$ cat src/rtl/guard_recovery_ctrl_if.sv
// Bundle between the recovery sequencer, the AXI read/write guards, the reset
// unit and the register file. The sequencer connects through the slave
// modport. The master modport is the view of whatever drives the guard events
// and consumes the recovery status.
interface guard_recovery_ctrl_if #(
    parameter int IdWidth     = 4,
    parameter int AddrWidth   = 32,
    parameter int OutstWidth  = 4,
    parameter int BudgetWidth = 10,
    parameter int ErrCntWidth = 8
);
    // configuration from the register file
    logic                   cfg_enable_i;
    logic [BudgetWidth-1:0] drain_budget_i;

    // timeout events and in-flight counts from the guards
    logic                   rd_timeout_i;
    logic [IdWidth-1:0]     rd_id_i;
    logic [AddrWidth-1:0]   rd_addr_i;
    logic                   wr_timeout_i;
    logic [IdWidth-1:0]     wr_id_i;
    logic [AddrWidth-1:0]   wr_addr_i;
    logic [OutstWidth-1:0]  rd_outstanding_i;
    logic [OutstWidth-1:0]  wr_outstanding_i;

    // traffic gate and reset-unit handshake
    logic                   block_o;
    logic                   reset_req_o;
    logic                   reset_ack_i;

    // interrupt and error record
    logic                   irq_o;
    logic                   irq_clr_i;
    logic                   err_is_write_o;
    logic [IdWidth-1:0]     err_id_o;
    logic [AddrWidth-1:0]   err_addr_o;
    logic                   err_forced_o;
    logic                   err_multi_o;
    logic [ErrCntWidth-1:0] err_cnt_o;
    logic                   busy_o;

    modport slave (
        input  cfg_enable_i, drain_budget_i,
        input  rd_timeout_i, rd_id_i, rd_addr_i,
        input  wr_timeout_i, wr_id_i, wr_addr_i,
        input  rd_outstanding_i, wr_outstanding_i,
        input  reset_ack_i, irq_clr_i,
        output block_o, reset_req_o, irq_o,
        output err_is_write_o, err_id_o, err_addr_o,
        output err_forced_o, err_multi_o, err_cnt_o, busy_o
    );

    modport master (
        output cfg_enable_i, drain_budget_i,
        output rd_timeout_i, rd_id_i, rd_addr_i,
        output wr_timeout_i, wr_id_i, wr_addr_i,
        output rd_outstanding_i, wr_outstanding_i,
        output reset_ack_i, irq_clr_i,
        input  block_o, reset_req_o, irq_o,
        input  err_is_write_o, err_id_o, err_addr_o,
        input  err_forced_o, err_multi_o, err_cnt_o, busy_o
    );
endinterface

$ cat src/rtl/guard_recovery_ctrl.sv
// Recovery sequencer for the AXI read/write guards.
//
//   state    | meaning
//   ---------+----------------------------------------------------------
//   ST_IDLE  | traffic open, waiting for a guard timeout
//   ST_DRAIN | AR/AW blocked, waiting for in-flight transactions or budget
//   ST_RESET | reset_req_o held high until the reset unit acknowledges
//   ST_HOLD  | settle for HoldCycles with traffic still blocked
//
// A timeout in IDLE is captured only while enabled. A timeout seen while busy
// is counted but never captured, and it never restarts the sequence. Once
// started, the sequence always runs to completion, even if the enable drops.
module guard_recovery_ctrl #(
    parameter int IdWidth     = 4,
    parameter int AddrWidth   = 32,
    parameter int OutstWidth  = 4,
    parameter int BudgetWidth = 10,
    parameter int HoldCycles  = 4,
    parameter int ErrCntWidth = 8
) (
    input  logic                  clk_i,
    input  logic                  rst_i,
    guard_recovery_ctrl_if.slave  bus
);

    localparam logic [1:0] ST_IDLE  = 2'd0;
    localparam logic [1:0] ST_DRAIN = 2'd1;
    localparam logic [1:0] ST_RESET = 2'd2;
    localparam logic [1:0] ST_HOLD  = 2'd3;

    localparam int HoldW = (HoldCycles > 1) ? $clog2(HoldCycles) : 1;
    localparam logic [HoldW-1:0] HoldLast = HoldW'(HoldCycles - 1);

    logic [1:0]             state_q, state_d;
    logic                   rr_q, rr_d;          // 0: read wins the next tie
    logic [BudgetWidth-1:0] timer_q, timer_d;
    logic [HoldW-1:0]       hold_q, hold_d;
    logic                   block_q, block_d;
    logic                   req_q, req_d;
    logic                   irq_q, irq_d;
    logic                   is_wr_q, is_wr_d;
    logic [IdWidth-1:0]     id_q, id_d;
    logic [AddrWidth-1:0]   addr_q, addr_d;
    logic                   forced_q, forced_d;
    logic                   multi_q, multi_d;
    logic [ErrCntWidth-1:0] cnt_q, cnt_d;

    logic                   busy;
    logic                   any_to;
    logic                   both_to;
    logic                   count_ev;
    logic                   capture;
    logic                   win_wr;
    logic                   empty;
    logic [1:0]             n_ev;
    logic [ErrCntWidth-1:0] cnt_base;
    logic [ErrCntWidth:0]   cnt_sum;

    assign busy     = (state_q != ST_IDLE);
    assign any_to   = bus.rd_timeout_i | bus.wr_timeout_i;
    assign both_to  = bus.rd_timeout_i & bus.wr_timeout_i;
    // While busy, events are counted even with recovery disabled.
    assign count_ev = any_to & (busy | bus.cfg_enable_i);
    assign capture  = ~busy & bus.cfg_enable_i & any_to;
    assign win_wr   = both_to ? rr_q : bus.wr_timeout_i;
    assign empty    = (bus.rd_outstanding_i == '0) && (bus.wr_outstanding_i == '0);
    assign n_ev     = {1'b0, bus.rd_timeout_i} + {1'b0, bus.wr_timeout_i};

    // A clear in the same cycle as a new event restarts the count from zero.
    assign cnt_base = bus.irq_clr_i ? '0 : cnt_q;
    assign cnt_sum  = {1'b0, cnt_base} + {{(ErrCntWidth-1){1'b0}}, n_ev};

    // Next-state logic: sequencing, capture, arbitration, and error bookkeeping.
    always_comb begin
        state_d  = state_q;
        rr_d     = rr_q;
        timer_d  = timer_q;
        hold_d   = hold_q;
        block_d  = block_q;
        req_d    = req_q;
        irq_d    = irq_q;
        is_wr_d  = is_wr_q;
        id_d     = id_q;
        addr_d   = addr_q;
        forced_d = forced_q;
        multi_d  = multi_q;
        cnt_d    = cnt_q;

        if (bus.irq_clr_i) begin
            irq_d   = 1'b0;
            multi_d = 1'b0;
            cnt_d   = '0;
        end

        if (count_ev) begin
            irq_d = 1'b1;
            cnt_d = cnt_sum[ErrCntWidth] ? '1 : cnt_sum[ErrCntWidth-1:0];
            if (busy) begin
                multi_d = 1'b1;
            end
        end

        case (state_q)
            ST_IDLE: begin
                if (capture) begin
                    state_d  = ST_DRAIN;
                    block_d  = 1'b1;
                    forced_d = 1'b0;
                    timer_d  = '0;
                    is_wr_d  = win_wr;
                    id_d     = win_wr ? bus.wr_id_i : bus.rd_id_i;
                    addr_d   = win_wr ? bus.wr_addr_i : bus.rd_addr_i;
                    // The pointer moves only when both guards fire together.
                    if (both_to) begin
                        rr_d    = ~rr_q;
                        multi_d = 1'b1;
                    end
                end
            end

            ST_DRAIN: begin
                // When both conditions hold, an empty pipe ends the drain
                // cleanly, so err_forced_o stays low.
                if (empty) begin
                    state_d = ST_RESET;
                    req_d   = 1'b1;
                    timer_d = '0;
                end else if (timer_q == bus.drain_budget_i) begin
                    state_d  = ST_RESET;
                    req_d    = 1'b1;
                    forced_d = 1'b1;
                    timer_d  = '0;
                end else begin
                    timer_d = timer_q + BudgetWidth'(1);
                end
            end

            ST_RESET: begin
                if (bus.reset_ack_i) begin
                    state_d = ST_HOLD;
                    req_d   = 1'b0;
                    hold_d  = '0;
                end
            end

            ST_HOLD: begin
                if (hold_q == HoldLast) begin
                    state_d = ST_IDLE;
                    block_d = 1'b0;
                    hold_d  = '0;
                end else begin
                    hold_d = hold_q + HoldW'(1);
                end
            end

            default: begin
                state_d = ST_IDLE;
            end
        endcase
    end

    // State and output registers with synchronous reset.
    always_ff @(posedge clk_i) begin
        if (rst_i) begin
            state_q  <= ST_IDLE;
            rr_q     <= 1'b0;
            timer_q  <= '0;
            hold_q   <= '0;
            block_q  <= 1'b0;
            req_q    <= 1'b0;
            irq_q    <= 1'b0;
            is_wr_q  <= 1'b0;
            id_q     <= '0;
            addr_q   <= '0;
            forced_q <= 1'b0;
            multi_q  <= 1'b0;
            cnt_q    <= '0;
        end else begin
            state_q  <= state_d;
            rr_q     <= rr_d;
            timer_q  <= timer_d;
            hold_q   <= hold_d;
            block_q  <= block_d;
            req_q    <= req_d;
            irq_q    <= irq_d;
            is_wr_q  <= is_wr_d;
            id_q     <= id_d;
            addr_q   <= addr_d;
            forced_q <= forced_d;
            multi_q  <= multi_d;
            cnt_q    <= cnt_d;
        end
    end

    assign bus.block_o        = block_q;
    assign bus.reset_req_o    = req_q;
    assign bus.irq_o          = irq_q;
    assign bus.err_is_write_o = is_wr_q;
    assign bus.err_id_o       = id_q;
    assign bus.err_addr_o     = addr_q;
    assign bus.err_forced_o   = forced_q;
    assign bus.err_multi_o    = multi_q;
    assign bus.err_cnt_o      = cnt_q;
    assign bus.busy_o         = busy;

endmodule

$ cat src/flat_wrapper.sv
// flat-port wrapper written by rule: the top's interface ports become plain ports
module guard_recovery_ctrl_flat 
#(
    parameter int IdWidth     = 4,
    parameter int AddrWidth   = 32,
    parameter int OutstWidth  = 4,
    parameter int BudgetWidth = 10,
    parameter int HoldCycles  = 4,
    parameter int ErrCntWidth = 8
)
  (clk_i, rst_i, bus_cfg_enable_i, bus_drain_budget_i, bus_rd_timeout_i, bus_rd_id_i, bus_rd_addr_i, bus_wr_timeout_i, bus_wr_id_i, bus_wr_addr_i, bus_rd_outstanding_i, bus_wr_outstanding_i, bus_reset_ack_i, bus_irq_clr_i, bus_block_o, bus_reset_req_o, bus_irq_o, bus_err_is_write_o, bus_err_id_o, bus_err_addr_o, bus_err_forced_o, bus_err_multi_o, bus_err_cnt_o, bus_busy_o);
  guard_recovery_ctrl_if #(.IdWidth(IdWidth), .AddrWidth(AddrWidth), .OutstWidth(OutstWidth), .BudgetWidth(BudgetWidth), .ErrCntWidth(ErrCntWidth)) bus_i ();
  input  logic clk_i;
  input  logic rst_i;
  input wire logic [$bits(bus_i.cfg_enable_i)-1:0] bus_cfg_enable_i;
  input wire logic [$bits(bus_i.drain_budget_i)-1:0] bus_drain_budget_i;
  input wire logic [$bits(bus_i.rd_timeout_i)-1:0] bus_rd_timeout_i;
  input wire logic [$bits(bus_i.rd_id_i)-1:0] bus_rd_id_i;
  input wire logic [$bits(bus_i.rd_addr_i)-1:0] bus_rd_addr_i;
  input wire logic [$bits(bus_i.wr_timeout_i)-1:0] bus_wr_timeout_i;
  input wire logic [$bits(bus_i.wr_id_i)-1:0] bus_wr_id_i;
  input wire logic [$bits(bus_i.wr_addr_i)-1:0] bus_wr_addr_i;
  input wire logic [$bits(bus_i.rd_outstanding_i)-1:0] bus_rd_outstanding_i;
  input wire logic [$bits(bus_i.wr_outstanding_i)-1:0] bus_wr_outstanding_i;
  input wire logic [$bits(bus_i.reset_ack_i)-1:0] bus_reset_ack_i;
  input wire logic [$bits(bus_i.irq_clr_i)-1:0] bus_irq_clr_i;
  output wire logic [$bits(bus_i.block_o)-1:0] bus_block_o;
  output wire logic [$bits(bus_i.reset_req_o)-1:0] bus_reset_req_o;
  output wire logic [$bits(bus_i.irq_o)-1:0] bus_irq_o;
  output wire logic [$bits(bus_i.err_is_write_o)-1:0] bus_err_is_write_o;
  output wire logic [$bits(bus_i.err_id_o)-1:0] bus_err_id_o;
  output wire logic [$bits(bus_i.err_addr_o)-1:0] bus_err_addr_o;
  output wire logic [$bits(bus_i.err_forced_o)-1:0] bus_err_forced_o;
  output wire logic [$bits(bus_i.err_multi_o)-1:0] bus_err_multi_o;
  output wire logic [$bits(bus_i.err_cnt_o)-1:0] bus_err_cnt_o;
  output wire logic [$bits(bus_i.busy_o)-1:0] bus_busy_o;
  assign bus_i.cfg_enable_i = bus_cfg_enable_i;
  assign bus_i.drain_budget_i = bus_drain_budget_i;
  assign bus_i.rd_timeout_i = bus_rd_timeout_i;
  assign bus_i.rd_id_i = bus_rd_id_i;
  assign bus_i.rd_addr_i = bus_rd_addr_i;
  assign bus_i.wr_timeout_i = bus_wr_timeout_i;
  assign bus_i.wr_id_i = bus_wr_id_i;
  assign bus_i.wr_addr_i = bus_wr_addr_i;
  assign bus_i.rd_outstanding_i = bus_rd_outstanding_i;
  assign bus_i.wr_outstanding_i = bus_wr_outstanding_i;
  assign bus_i.reset_ack_i = bus_reset_ack_i;
  assign bus_i.irq_clr_i = bus_irq_clr_i;
  assign bus_block_o = bus_i.block_o;
  assign bus_reset_req_o = bus_i.reset_req_o;
  assign bus_irq_o = bus_i.irq_o;
  assign bus_err_is_write_o = bus_i.err_is_write_o;
  assign bus_err_id_o = bus_i.err_id_o;
  assign bus_err_addr_o = bus_i.err_addr_o;
  assign bus_err_forced_o = bus_i.err_forced_o;
  assign bus_err_multi_o = bus_i.err_multi_o;
  assign bus_err_cnt_o = bus_i.err_cnt_o;
  assign bus_busy_o = bus_i.busy_o;
  guard_recovery_ctrl #(.IdWidth(IdWidth), .AddrWidth(AddrWidth), .OutstWidth(OutstWidth), .BudgetWidth(BudgetWidth), .HoldCycles(HoldCycles), .ErrCntWidth(ErrCntWidth)) u_core (.clk_i(clk_i), .rst_i(rst_i), .bus(bus_i));
endmodule
$ cat config.mk
export PLATFORM = sky130hd
export DESIGN_NAME = guard_recovery_ctrl_flat
export DESIGN_NICKNAME = d
export VERILOG_FILES = /design/src/rtl/guard_recovery_ctrl_if.sv /design/src/rtl/guard_recovery_ctrl.sv /design/src/flat_wrapper.sv
export SDC_FILE = /design/constraint.sdc
export NUM_CORES = 1
export LEC_CHECK = 0
export BUFFER_PORTS_ARGS = -buffer_cell sky130_fd_sc_hd__buf_2
export CAP_MARGIN = 20
export CORE_UTILIZATION = 47
export DETAILED_ROUTE_END_ITERATION = 7
export GPL_TIMING_DRIVEN = 0
export PLACE_DENSITY_LB_ADDON = 0.3
export SETUP_SLACK_MARGIN = 0.2
export SLEW_MARGIN = 20
export SYNTH_ARGS = -nofsm -noshare
export SYNTH_HDL_FRONTEND = slang
export SYNTH_SLANG_ARGS = --single-unit
$ cat constraint.sdc
create_clock -name clk_i -period 2.5 [get_ports clk_i]
set_clock_uncertainty 0.15 [all_clocks]
set_input_delay 0.125 -clock clk_i [delete_from_list [all_inputs] [get_ports clk_i]]
set_output_delay 0.125 -clock clk_i [all_outputs]
set_load 0.005 [all_outputs]
==> results of run 1 <==
==> what timing repair did <==
| item | 4_1_cts | 5_1_grt |
|---|---|---|
| hold endpoints to repair | 37 | 1 |
| hold buffers | 61 | 1 |
| gates resized for setup | 2 | 20 |
| pin swaps | 0 | 1 |
| setup endpoints to repair | 15 | 34 |
| buffers inserted | 0 | 2 |
==> registers in the layout, summed over array words and instances, names as in the netlist <==
signal	flops
u_core.rr_q	1
u_core.hold_q	2
u_core.state_q	2
u_core.bus.err_is_write_o	1
u_core.bus.err_cnt_o	8
u_core.bus.err_forced_o	1
u_core.bus.err_id_o	4
u_core.bus.err_multi_o	1
u_core.bus.block_o	1
u_core.timer_q	10
u_core.bus.err_addr_o	32
u_core.bus.reset_req_o	1
u_core.bus.irq_o	1
==> routing by layer <==
metal | track usage | part of all wire
met5 | 0 | 0
met4 | 0.1479 | 0.037
met3 | 0.06323 | 0.044
met2 | 0.4989 | 0.53
met1 | 0.3063 | 0.39
==> worst max-delay path, stage by stage (launching register included) <==
cell and delay, ns:
dfxtp_1 0.39, inv_1 0.10, ha_1 0.26, nor2b_2 0.20, or2_1 0.20, clkbuf_2 0.17, nor3_2 0.23, nor2_1 0.07
a2111oi_1 0.33
==> Yosys cell counts, types with 2 or more instances <==
master | instances | area [um2]
dfxtp_1 | 65 | 1301
nor2_1 | 65 | 244.0
a211oi_1 | 37 | 277.8
mux2i_1 | 36 | 360.4
nand2_1 | 16 | 60.06
xor2_1 | 14 | 122.6
clkbuf_1 | 12 | 45.04
inv_1 | 10 | 37.54
a21oi_1 | 8 | 40.04
ha_1 | 7 | 87.58
nor3_1 | 7 | 35.03
nor4b_1 | 6 | 52.55
xnor2_1 | 6 | 52.55
buf_2 | 5 | 25.02
o21ai_0 | 5 | 25.02
a21boi_0 | 4 | 30.03
nand3_1 | 4 | 20.02
nand3b_1 | 3 | 22.52
nor3b_1 | 3 | 22.52
nor4_1 | 3 | 18.77
a31oi_1 | 2 | 12.51
a32oi_1 | 2 | 17.52
buf_1 | 2 | 7.510
buf_6 | 2 | 22.52
nand2b_1 | 2 | 12.51
nand4_1 | 2 | 12.51
nor2b_1 | 2 | 12.51
nor4_2 | 2 | 25.02
o211a_1 | 2 | 20.02
o21ai_1 | 2 | 10.01
or4_4 | 2 | 22.52
==> logic make-up after synthesis <==
group | count (synthesis)
and+or+nand+nor | 123
buffers and inverters | 33
adders and majority gates | 8
xor gates and xnor gates | 21
DFF | 65
muxes | 37
AOI/OAI and AO/OA | 68
==> placed cells by master (no fill, tap or decap), types with 6 or more instances in the layout <==
| cell type | count |
|---|---|
| buf_2 | 147 |
| nor2_1 | 65 |
| dfxtp_1 | 65 |
| dlygate4sd3_1 | 62 |
| a211oi_1 | 37 |
| mux2i_1 | 36 |
| nand2_1 | 16 |
| xor2_1 | 14 |
| clkbuf_8 | 11 |
| inv_1 | 10 |
| clkbuf_1 | 9 |
| a21oi_1 | 7 |
| ha_1 | 7 |
| nor4b_1 | 6 |
| nor3_1 | 6 |
| xnor2_1 | 6 |
==> cell type report <==
type,instances,area [um2],area share
multi-input combinational,257,1794,0.3628
timing repair buffer,210,1366,0.2762
sequential,65,1301,0.2631
buffer,23,146.4,0.02960
clock buffer,10,137.6,0.02783
tap,77,96.34,0.01948
clock inverter,6,66.31,0.01341
inverter,10,37.54,0.007589
==> through the flow <==
step	power [W]	util	instance area, um2	setup TNS [ns]	setup WS [ns]
4_1_cts	0.003509	0.7509	4877	0	0.2206
5_1_grt	0.003766	0.7615	4946	0	0.1038
6_report	0.003532	0.7615	4946	0	0.3012
3_3_place_gp	0.002470	0.6244	4055	0	0.1062
3_5_place_dp	0.002511	0.6244	4055	-0.2201	-0.06437
2_1_floorplan	0.002064	-	3228	0	0.4835
==> report_power, final <==
group	switching (W)	total [W]	internal, W
logic	0.000678	0.00127	0.000595
clock network	0.000422	0.000911	0.000489
registers	0.000115	0.00135	0.00123
==> worst paths after layout <==
path / start / depth (start not counted) / slack [ns] / endpoint
setup / recovery: u_core.state_q[0] / 8 / 0.30 / u_core.bus.err_cnt_o[6]
hold / removal: bus_rd_addr_i[31] / 3 / -0.00005 / u_core.bus.err_addr_o[31]
hold reg to reg: u_core.bus.irq_o / 2 / 0.32 / u_core.bus.irq_o
setup reg to reg: u_core.state_q[0] / 8 / 0.30 / u_core.bus.err_cnt_o[6]
==> results.sh, run 1 <==
export IMPL_outcome="finished, violations left"
export IMPL_violations="DRC, hold timing"
export IMPL_syn_to_final_growth_pct=53.22
export IMPL_coreArea_um2=6495
export IMPL_antenna_found_initial=0
export IMPL_synth_distinct_cells=48
export IMPL_leakage_nw=2.392
export IMPL_path_clk_slew_ns=0.08
export IMPL_synth_area_per_cell_um2=9.093
export IMPL_crit_type="reg2reg"
export IMPL_synth_top_family_by_area="simple AND/OR/NAND/NOR gates"
export IMPL_n_antenna_cell=0
export IMPL_htree_levels=3
export IMPL_grt_pass1_vias=3435
export IMPL_synth_fa_ha_area_frac=0.03333
export IMPL_ant_nets=0
export IMPL_synth_compound_area_frac=0.1500
export IMPL_layout_min_cycle_time_ns=2.199
export IMPL_fmax_mhz=454.8
export IMPL_synth_area_um2=3228
export IMPL_nFillCells=481
export IMPL_synth_edff_count=0
export IMPL_avgViaCountPerCell=5.310
export IMPL_initial_core_util=0.4970
export IMPL_die_area_um2=7204
export IMPL_end_kind="flip-flop"
export IMPL_worst_slew_pin_slew_ns=0.4949
export IMPL_die_height_um=84.88
export IMPL_critPathArrivalTime_ns=2.28
export IMPL_max_cap_violations=0
export IMPL_clock_latency_ns=0.34
export IMPL_num_vias=3494
export IMPL_io_buffers=146
export IMPL_drtIter0Drc=192
export IMPL_cp_start_kind="flip-flop"
export IMPL_overflow=0
export IMPL_drv_slew=0
export IMPL_grt_usage=0.2780
export IMPL_synth_seq_area_share=0.4031
export IMPL_rows=29
export IMPL_fin_nets=681
export IMPL_placedCellCount=578
export IMPL_grt_pass1_wl_mm=15.60
export IMPL_report_final_hold_viol_count=1
export IMPL_synthCells=355
export IMPL_ios=148
export IMPL_cts_sinks=65
export IMPL_holdCritPathClass="in2reg"
export IMPL_finalWirelength_mm=9.945
export IMPL_cts_made_buffers=9
export IMPL_synth_warnings=0
export IMPL_cts_buffer_depth=2
export IMPL_place_hpwl_mm=6.385
export IMPL_finalSetupViolations=0
export IMPL_period_share=0.8795
export IMPL_wl_per_cell_um=15.11
export IMPL_first_pass_iters=6
export IMPL_slew_headroom=0.6701
export IMPL_cts_tree="built"
export IMPL_required_ns=2.58
export IMPL_clockRootBuffer="clkbuf_8"
export IMPL_synth_mux_area_frac=0.1151
export IMPL_synth_simple_area_share=0.1888
export IMPL_layout_cells_non_filler=658
export IMPL_p_per_area_nw_per_um2=714.0
export IMPL_synth_async_reset_ratio=0
export IMPL_dieWidth_um=84.88
export IMPL_synth_ff_type="dfxtp_1"
export IMPL_synth_seq_cells=65
export IMPL_drive_gt1_frac=0.3253
export IMPL_drc_errors=9
export IMPL_synth_xor_area_share=0.05930
export IMPL_grt_max_degree=13
export IMPL_whs_ns=-0.00005168
export IMPL_critPathMaxFanout=7
export IMPL_ir_worst_vdd_uv=517.8
export IMPL_synthesis_nets=460
export IMPL_gp_congestion=0.8421
export IMPL_rsz0062_at_grt="true"
Note: power is estimated with default switching activity, not from simulation.
==> run 2, diff against run 1 <==
--- a/config.mk
+++ b/config.mk
@@ -7,9 +7,10 @@
 export LEC_CHECK = 0
 export BUFFER_PORTS_ARGS = -buffer_cell sky130_fd_sc_hd__buf_2
 export CAP_MARGIN = 20
-export CORE_UTILIZATION = 47
+export CORE_UTILIZATION = 40
 export DETAILED_ROUTE_END_ITERATION = 7
 export GPL_TIMING_DRIVEN = 0
+export HOLD_SLACK_MARGIN = 0.08
 export PLACE_DENSITY_LB_ADDON = 0.3
 export SETUP_SLACK_MARGIN = 0.2
 export SLEW_MARGIN = 20
==> run 2 against run 1 <==
The run now ends clean. Sequential power about the same. Utilization decreased by 10 points. Die area increased by 17%. Worst hold slack improved by 0.099 ns. Clock power increased by 13%. Critical path type unchanged. Setup slack got worse by 0.026 ns. First-iteration DRC count decreased by 61%. Register-to-register slack got worse by 0.03 ns.
==> results.sh, run 2 (synthesis results as in run 1) <==
export IMPL_outcome="finished clean"
export IMPL_path_buf_inv=2
export IMPL_layout_min_cycle_time_ns=2.224
export IMPL_drv_slew=0
export IMPL_tns_ns=0
export IMPL_crit_reg2reg_launch="u_core.state_q[1]"
export IMPL_antenna_found_initial=0
export IMPL_clockRootBuffer="clkbuf_8"
export IMPL_final_design_area_no_fill_um2=5141
export IMPL_critPathMaxFanout=7
export IMPL_crit_type="reg2reg"
export IMPL_dieWidth_um=91.84
export IMPL_drive_gt1_frac=0.3171
export IMPL_clock_latency_ns=0.34
export IMPL_layout_commonest_cell="buf_2"
export IMPL_cp_top_family="simple AND/OR/NAND/NOR gates"
export IMPL_max_stage_delay_ns=0.37
export IMPL_crit_slowest_cell="dfxtp_1"
export IMPL_place_hpwl_mm=6.286
export IMPL_overflow=0
export IMPL_rows=32
export IMPL_htree_levels=3
export IMPL_gp_congestion=0.7669
export IMPL_finalWirelength_mm=10.49
export IMPL_grt_max_degree=12
export IMPL_coreArea_um2=7767
export IMPL_period_share=0.8897
export IMPL_layout_common_cells="buf_2 (151), dlygate4sd3_1 (78), nor2_1 (65)"
export IMPL_ant_nets=0
export IMPL_finish_utilization=0.6619
export IMPL_syn_to_final_growth_pct=59.26
export IMPL_path_cells="inv_1 -> ha_1 -> nor2b_2 -> or2_1 -> clkbuf_2 -> nor3_2 -> nor2_1 -> a2111oi_2"
export IMPL_cp_start_kind="flip-flop"
export IMPL_worst_r2r_setup_slack_ns=0.28
export IMPL_cp_startpoint="u_core.state_q[1]"
export IMPL_grt_pass1_vias=3537
export IMPL_cts_tree="built"
export IMPL_min_from="bus_wr_outstanding_i[2]"
export IMPL_ios=148
export IMPL_fmax_mhz=449.6
export IMPL_grt_usage=0.2535
export IMPL_avgViaCountPerCell=5.066
export IMPL_cts_made_buffers=9
export IMPL_slew_headroom=0.6689
export IMPL_num_vias=3536
export IMPL_rsz0062_at_grt="true"
export IMPL_report_final_hold_viol_count=0
export IMPL_drtIter0Drc=75
export IMPL_cts_buffer_depth=2
export IMPL_required_ns=2.58
export IMPL_ir_worst_vdd_uv=341.5
export IMPL_finalSetupViolations=0
export IMPL_max_cap_violations=0
export IMPL_die_area_um2=8434
export IMPL_cts_sinks=65
export IMPL_io_buffers=146
export IMPL_initial_core_util=0.4156
export IMPL_end_kind="flip-flop"
export IMPL_wl_per_cell_um=15.03
export IMPL_first_pass_iters=4
export IMPL_leakage_nw=2.468
export IMPL_path_clk_slew_ns=0.08
export IMPL_fin_nets=696
export IMPL_holdCritPathClass="in2reg"
export IMPL_p_per_area_nw_per_um2=714.9
export IMPL_largest_reg_flops=32
export IMPL_critPathArrivalTime_ns=2.30
export IMPL_worst_slew_pin_slew_ns=0.4966
export IMPL_place_area_um2=4086
export IMPL_layout_cells_non_filler=698
export IMPL_n_antenna_cell=0
export IMPL_die_height_um=91.84
export IMPL_grt_pass1_wl_mm=16.58
export IMPL_drc_errors=0
export IMPL_placedCellCount=603
## run 2: cell count changes in the layout (fill, tap and decap cells not counted), sizes merged
cell | previous run | this run
clkinv | 1 | 2
inv | 11 | 10
clkinvlp | 3 | 1
buf | 157 | 156
bufinv | 1 | 2
clkbuf | 23 | 24
dlygate4sd3 | 62 | 78
## run 2: cell type report
cell class / count / area, um2
Inverter: 10 / 37.54
Fill cell: 653 / 2626
Timing Repair Buffer: 225 / 1519
Tap cell: 102 / 127.6
Sequential cell: 65 / 1303
Clock buffer: 11 / 151.4
Clock inverter: 5 / 77.57
Multi-Input combinational cell: 257 / 1797
Buffer: 23 / 128.9
## run 2: metrics by stage
stage | hold WS, ns | power [W] | setup slack (ns)
2_1_floorplan | 0.05431 | 0.002064 | 0.4835
3_3_place_gp | 0.1986 | 0.002479 | 0.09375
3_5_place_dp | 0.2096 | 0.002508 | 0.06685
4_1_cts | 0.08519 | 0.003652 | 0.2223
5_1_grt | 0.1308 | 0.003891 | 0.1428
6_report | 0.09906 | 0.003676 | 0.2757
## run 2: final timing paths
| kind | end | cells after the start |
|---|---|---|
| max | u_core.bus.err_cnt_o[6] | 8 |
| min | u_core.bus.err_forced_o | 6 |
| max reg2reg | u_core.bus.err_cnt_o[6] | 8 |
| min reg2reg | u_core.bus.irq_o | 2 |
## run 2: metal layers
| layer | vias to the layer above | GRT usage | share of wire |
|---|---|---|---|
| met4 | 0 | 0.1367 | 0.035 |
| li1 | 1731 | - | - |
| met5 | - | 0 | 0 |
| met1 | 1657 | 0.2800 | 0.41 |
| met3 | 35 | 0.04892 | 0.042 |
| met2 | 113 | 0.4568 | 0.52 |
## run 2: worst min-delay path, cell delays in order
cell     delay (ns)
buf_2          0.08
or4_4          0.10
nor2_1         0.04
nor2_1         0.07
o21ai_0        0.08
nor2_1         0.07
## run 2: timing repair
item / in CTS / in global routing
gates resized for setup: 2 / 11
pin swaps: 0 / 1
setup buffers: 0 / 1
endpoints found under the hold margin: 43 / 0
hold buffers: 78 / 0
cloned: 0 / 0
endpoints found under the setup margin: 16 / 17
## run 2: power breakdown
group	internal, W	switching [W]	leakage, nW
registers	0.00123	0.000115	0.533
logic	0.000609	0.000688	1.82
clock network	0.000613	0.000416	0.115
total	0.00246	0.00122	2.47
==> run 3, diff against run 2 <==
--- a/config.mk
+++ b/config.mk
@@ -7,6 +7,7 @@
 export LEC_CHECK = 0
 export BUFFER_PORTS_ARGS = -buffer_cell sky130_fd_sc_hd__buf_2
 export CAP_MARGIN = 20
+export CORE_ASPECT_RATIO = 1.5
 export CORE_UTILIZATION = 40
 export DETAILED_ROUTE_END_ITERATION = 7
 export GPL_TIMING_DRIVEN = 0
==> constraint.sdc (replaced) <==
create_clock -name clk_i -period 2.36 [get_ports clk_i]
set_clock_uncertainty 0.15 [all_clocks]
set_input_delay 0.118 -clock clk_i [delete_from_list [all_inputs] [get_ports clk_i]]
set_output_delay 0.118 -clock clk_i [all_outputs]
set_load 0.005 [all_outputs]
==> run 3 against run 2 <==
Wire length up 0.29%. Power is 12% higher. Count of clock-buffer cells in the layout is 2 higher. Cell area rose by 2.0%. Setup slack lost 0.033 ns. Combinational power increased by 12%. Critical path depth decreased by 1. First-iteration DRC count up 37%. Final cell count decreased by 0.14%. Non-clock buffer count shrank 1. Utilization grew 1.8 points. Critical path type unchanged. Largest cell class unchanged. Largest power group is now combinational logic.
==> results.sh, run 3 (synthesis results as in run 1) <==
export IMPL_required_ns=2.45
export IMPL_clock_latency_ns=0.33
export IMPL_layout_common_cells="buf_2 (152), dlygate4sd3_1 (77), nor2_1 (65), dfxtp_1 (65), a211oi_1 (37)"
export IMPL_drive_gt1_frac=0.3294
export IMPL_critPathArrivalTime_ns=2.20
export IMPL_ir_worst_vdd_uv=479.8
export IMPL_cts_sinks=65
export IMPL_finish_utilization=0.6801
export IMPL_end_kind="flip-flop"
export IMPL_fmax_mhz=472.2
export IMPL_grt_pass1_vias=3583
export IMPL_report_final_hold_viol_count=0
export IMPL_wl_per_cell_um=15.09
export IMPL_coreArea_um2=7710
export IMPL_holdCritPathClass="in2reg"
export IMPL_rsz0062_at_grt="false"
export IMPL_clockRootBuffer="clkbuf_16"
export IMPL_n_antenna_cell=0
export IMPL_cts_buffer_depth=2
export IMPL_avgViaCountPerCell=5.026
export IMPL_layout_commonest_cell="buf_2"
export IMPL_nFillCells=613
export IMPL_fin_nets=695
export IMPL_cts_tree="built"
export IMPL_critPathMaxFanout=10
export IMPL_first_pass_iters=4
export IMPL_place_hpwl_mm=6.325
export IMPL_grt_max_degree=11
export IMPL_setup_ws_ns=0.2422
export IMPL_crit_type="reg2reg"
export IMPL_finalWirelength_mm=10.52
export IMPL_dieWidth_um=75.35
export IMPL_overflow=0
export IMPL_gp_congestion=0.8302
export IMPL_ant_nets=0
export IMPL_io_buffers=146
export IMPL_leakage_nw=2.517
export IMPL_layout_min_cycle_time_ns=2.118
export IMPL_worst_slew_pin_slew_ns=0.5155
export IMPL_die_height_um=112.0
export IMPL_grt_pass1_wl_mm=16.48
export IMPL_path_clk_slew_ns=0.05
export IMPL_largest_reg_flops=32
export IMPL_dp_slack_ns=-0.1440
export IMPL_initial_core_util=0.4187
export IMPL_p_per_area_nw_per_um2=783.7
export IMPL_place_area_um2=4086
export IMPL_grt_usage=0.2588
export IMPL_outcome="finished clean"
export IMPL_drv_slew=0
export IMPL_cp_start_kind="flip-flop"
export IMPL_max_cap_violations=0
export IMPL_antenna_found_initial=0
export IMPL_htree_levels=3
export IMPL_cts_made_buffers=9
export IMPL_slew_headroom=0.6563
export IMPL_finalSetupViolations=0
export IMPL_drc_errors=0
export IMPL_drtIter0Drc=103
export IMPL_rows=39
export IMPL_syn_to_final_growth_pct=62.44
export IMPL_fin_total_pwr_w=0.004110
export IMPL_period_share=0.8974
export IMPL_die_area_um2=8441
export IMPL_final_design_area_no_fill_um2=5244
export IMPL_ios=148
export IMPL_num_vias=3503
==> run 3: final timing paths <==
kind                     start                 to  slack, ns  cells past startpoint
max          u_core.timer_q[2]  u_core.state_q[1]       0.24                      7
min              bus_irq_clr_i   u_core.bus.irq_o       0.06                      4
max reg2reg  u_core.timer_q[2]  u_core.state_q[1]       0.24                      7
min reg2reg   u_core.bus.irq_o   u_core.bus.irq_o       0.31                      2
==> run 3: cell type report <==
cell class / count / area, um2 / share of cell area
sequential: 65 / 1301 / 0.2482
timing repair buffer: 224 / 1509 / 0.2878
multi-input combinational: 257 / 1853 / 0.3534
inverter: 10 / 37.54 / 0.007158
tap: 102 / 127.6 / 0.02434
clock buffer: 13 / 260.3 / 0.04963
buffer: 23 / 140.1 / 0.02672
clock inverter: 3 / 15.01 / 0.002863
==> run 3: what timing repair did <==
| action | CTS | global route |
|---|---|---|
| pin swaps | 0 | 2 |
| buffers inserted | 0 | 1 |
| setup endpoints to repair | 50 | 42 |
| resized for setup | 11 | 19 |
| endpoints found under the hold margin | 41 | 2 |
| hold buffers | 76 | 1 |
==> run 3: per-layer routing <==
metal  vias up  track usage  share of wire
li1       1732            -              -
met1      1590       0.2691           0.39
met2       146       0.4524           0.51
met5         -            0              0
met4         0       0.1605          0.040
met3        35      0.05745          0.059
==> run 3: metrics by stage <==
step                hold WS, ns  setup TNS (ns)  instances
floorplan               0.04731               0        355
global placement         0.1857         -0.5689        603
finish                  0.06151               0        697
global route             0.1132               0        697
CTS                     -0.1529               0        695
detailed placement       0.1979          -1.389        603
==> run 3: critical path, cell delays in order, from the launching register on <==
cell	delay, ns
dfxtp_1	0.30
buf_6	0.13
xor2_2	0.18
nor4_4	0.33
a31oi_2	0.17
buf_6	0.17
or4b_1	0.51
o31ai_1	0.09
==> run 3: power by group <==
part / leakage, nW / internal (W) / switching (W) / total, W
clock network: 0.139 / 0.000762 / 0.000461 / 0.00122
logic: 1.84 / 0.000696 / 0.000761 / 0.00146
registers: 0.533 / 0.00131 / 0.000120 / 0.00143
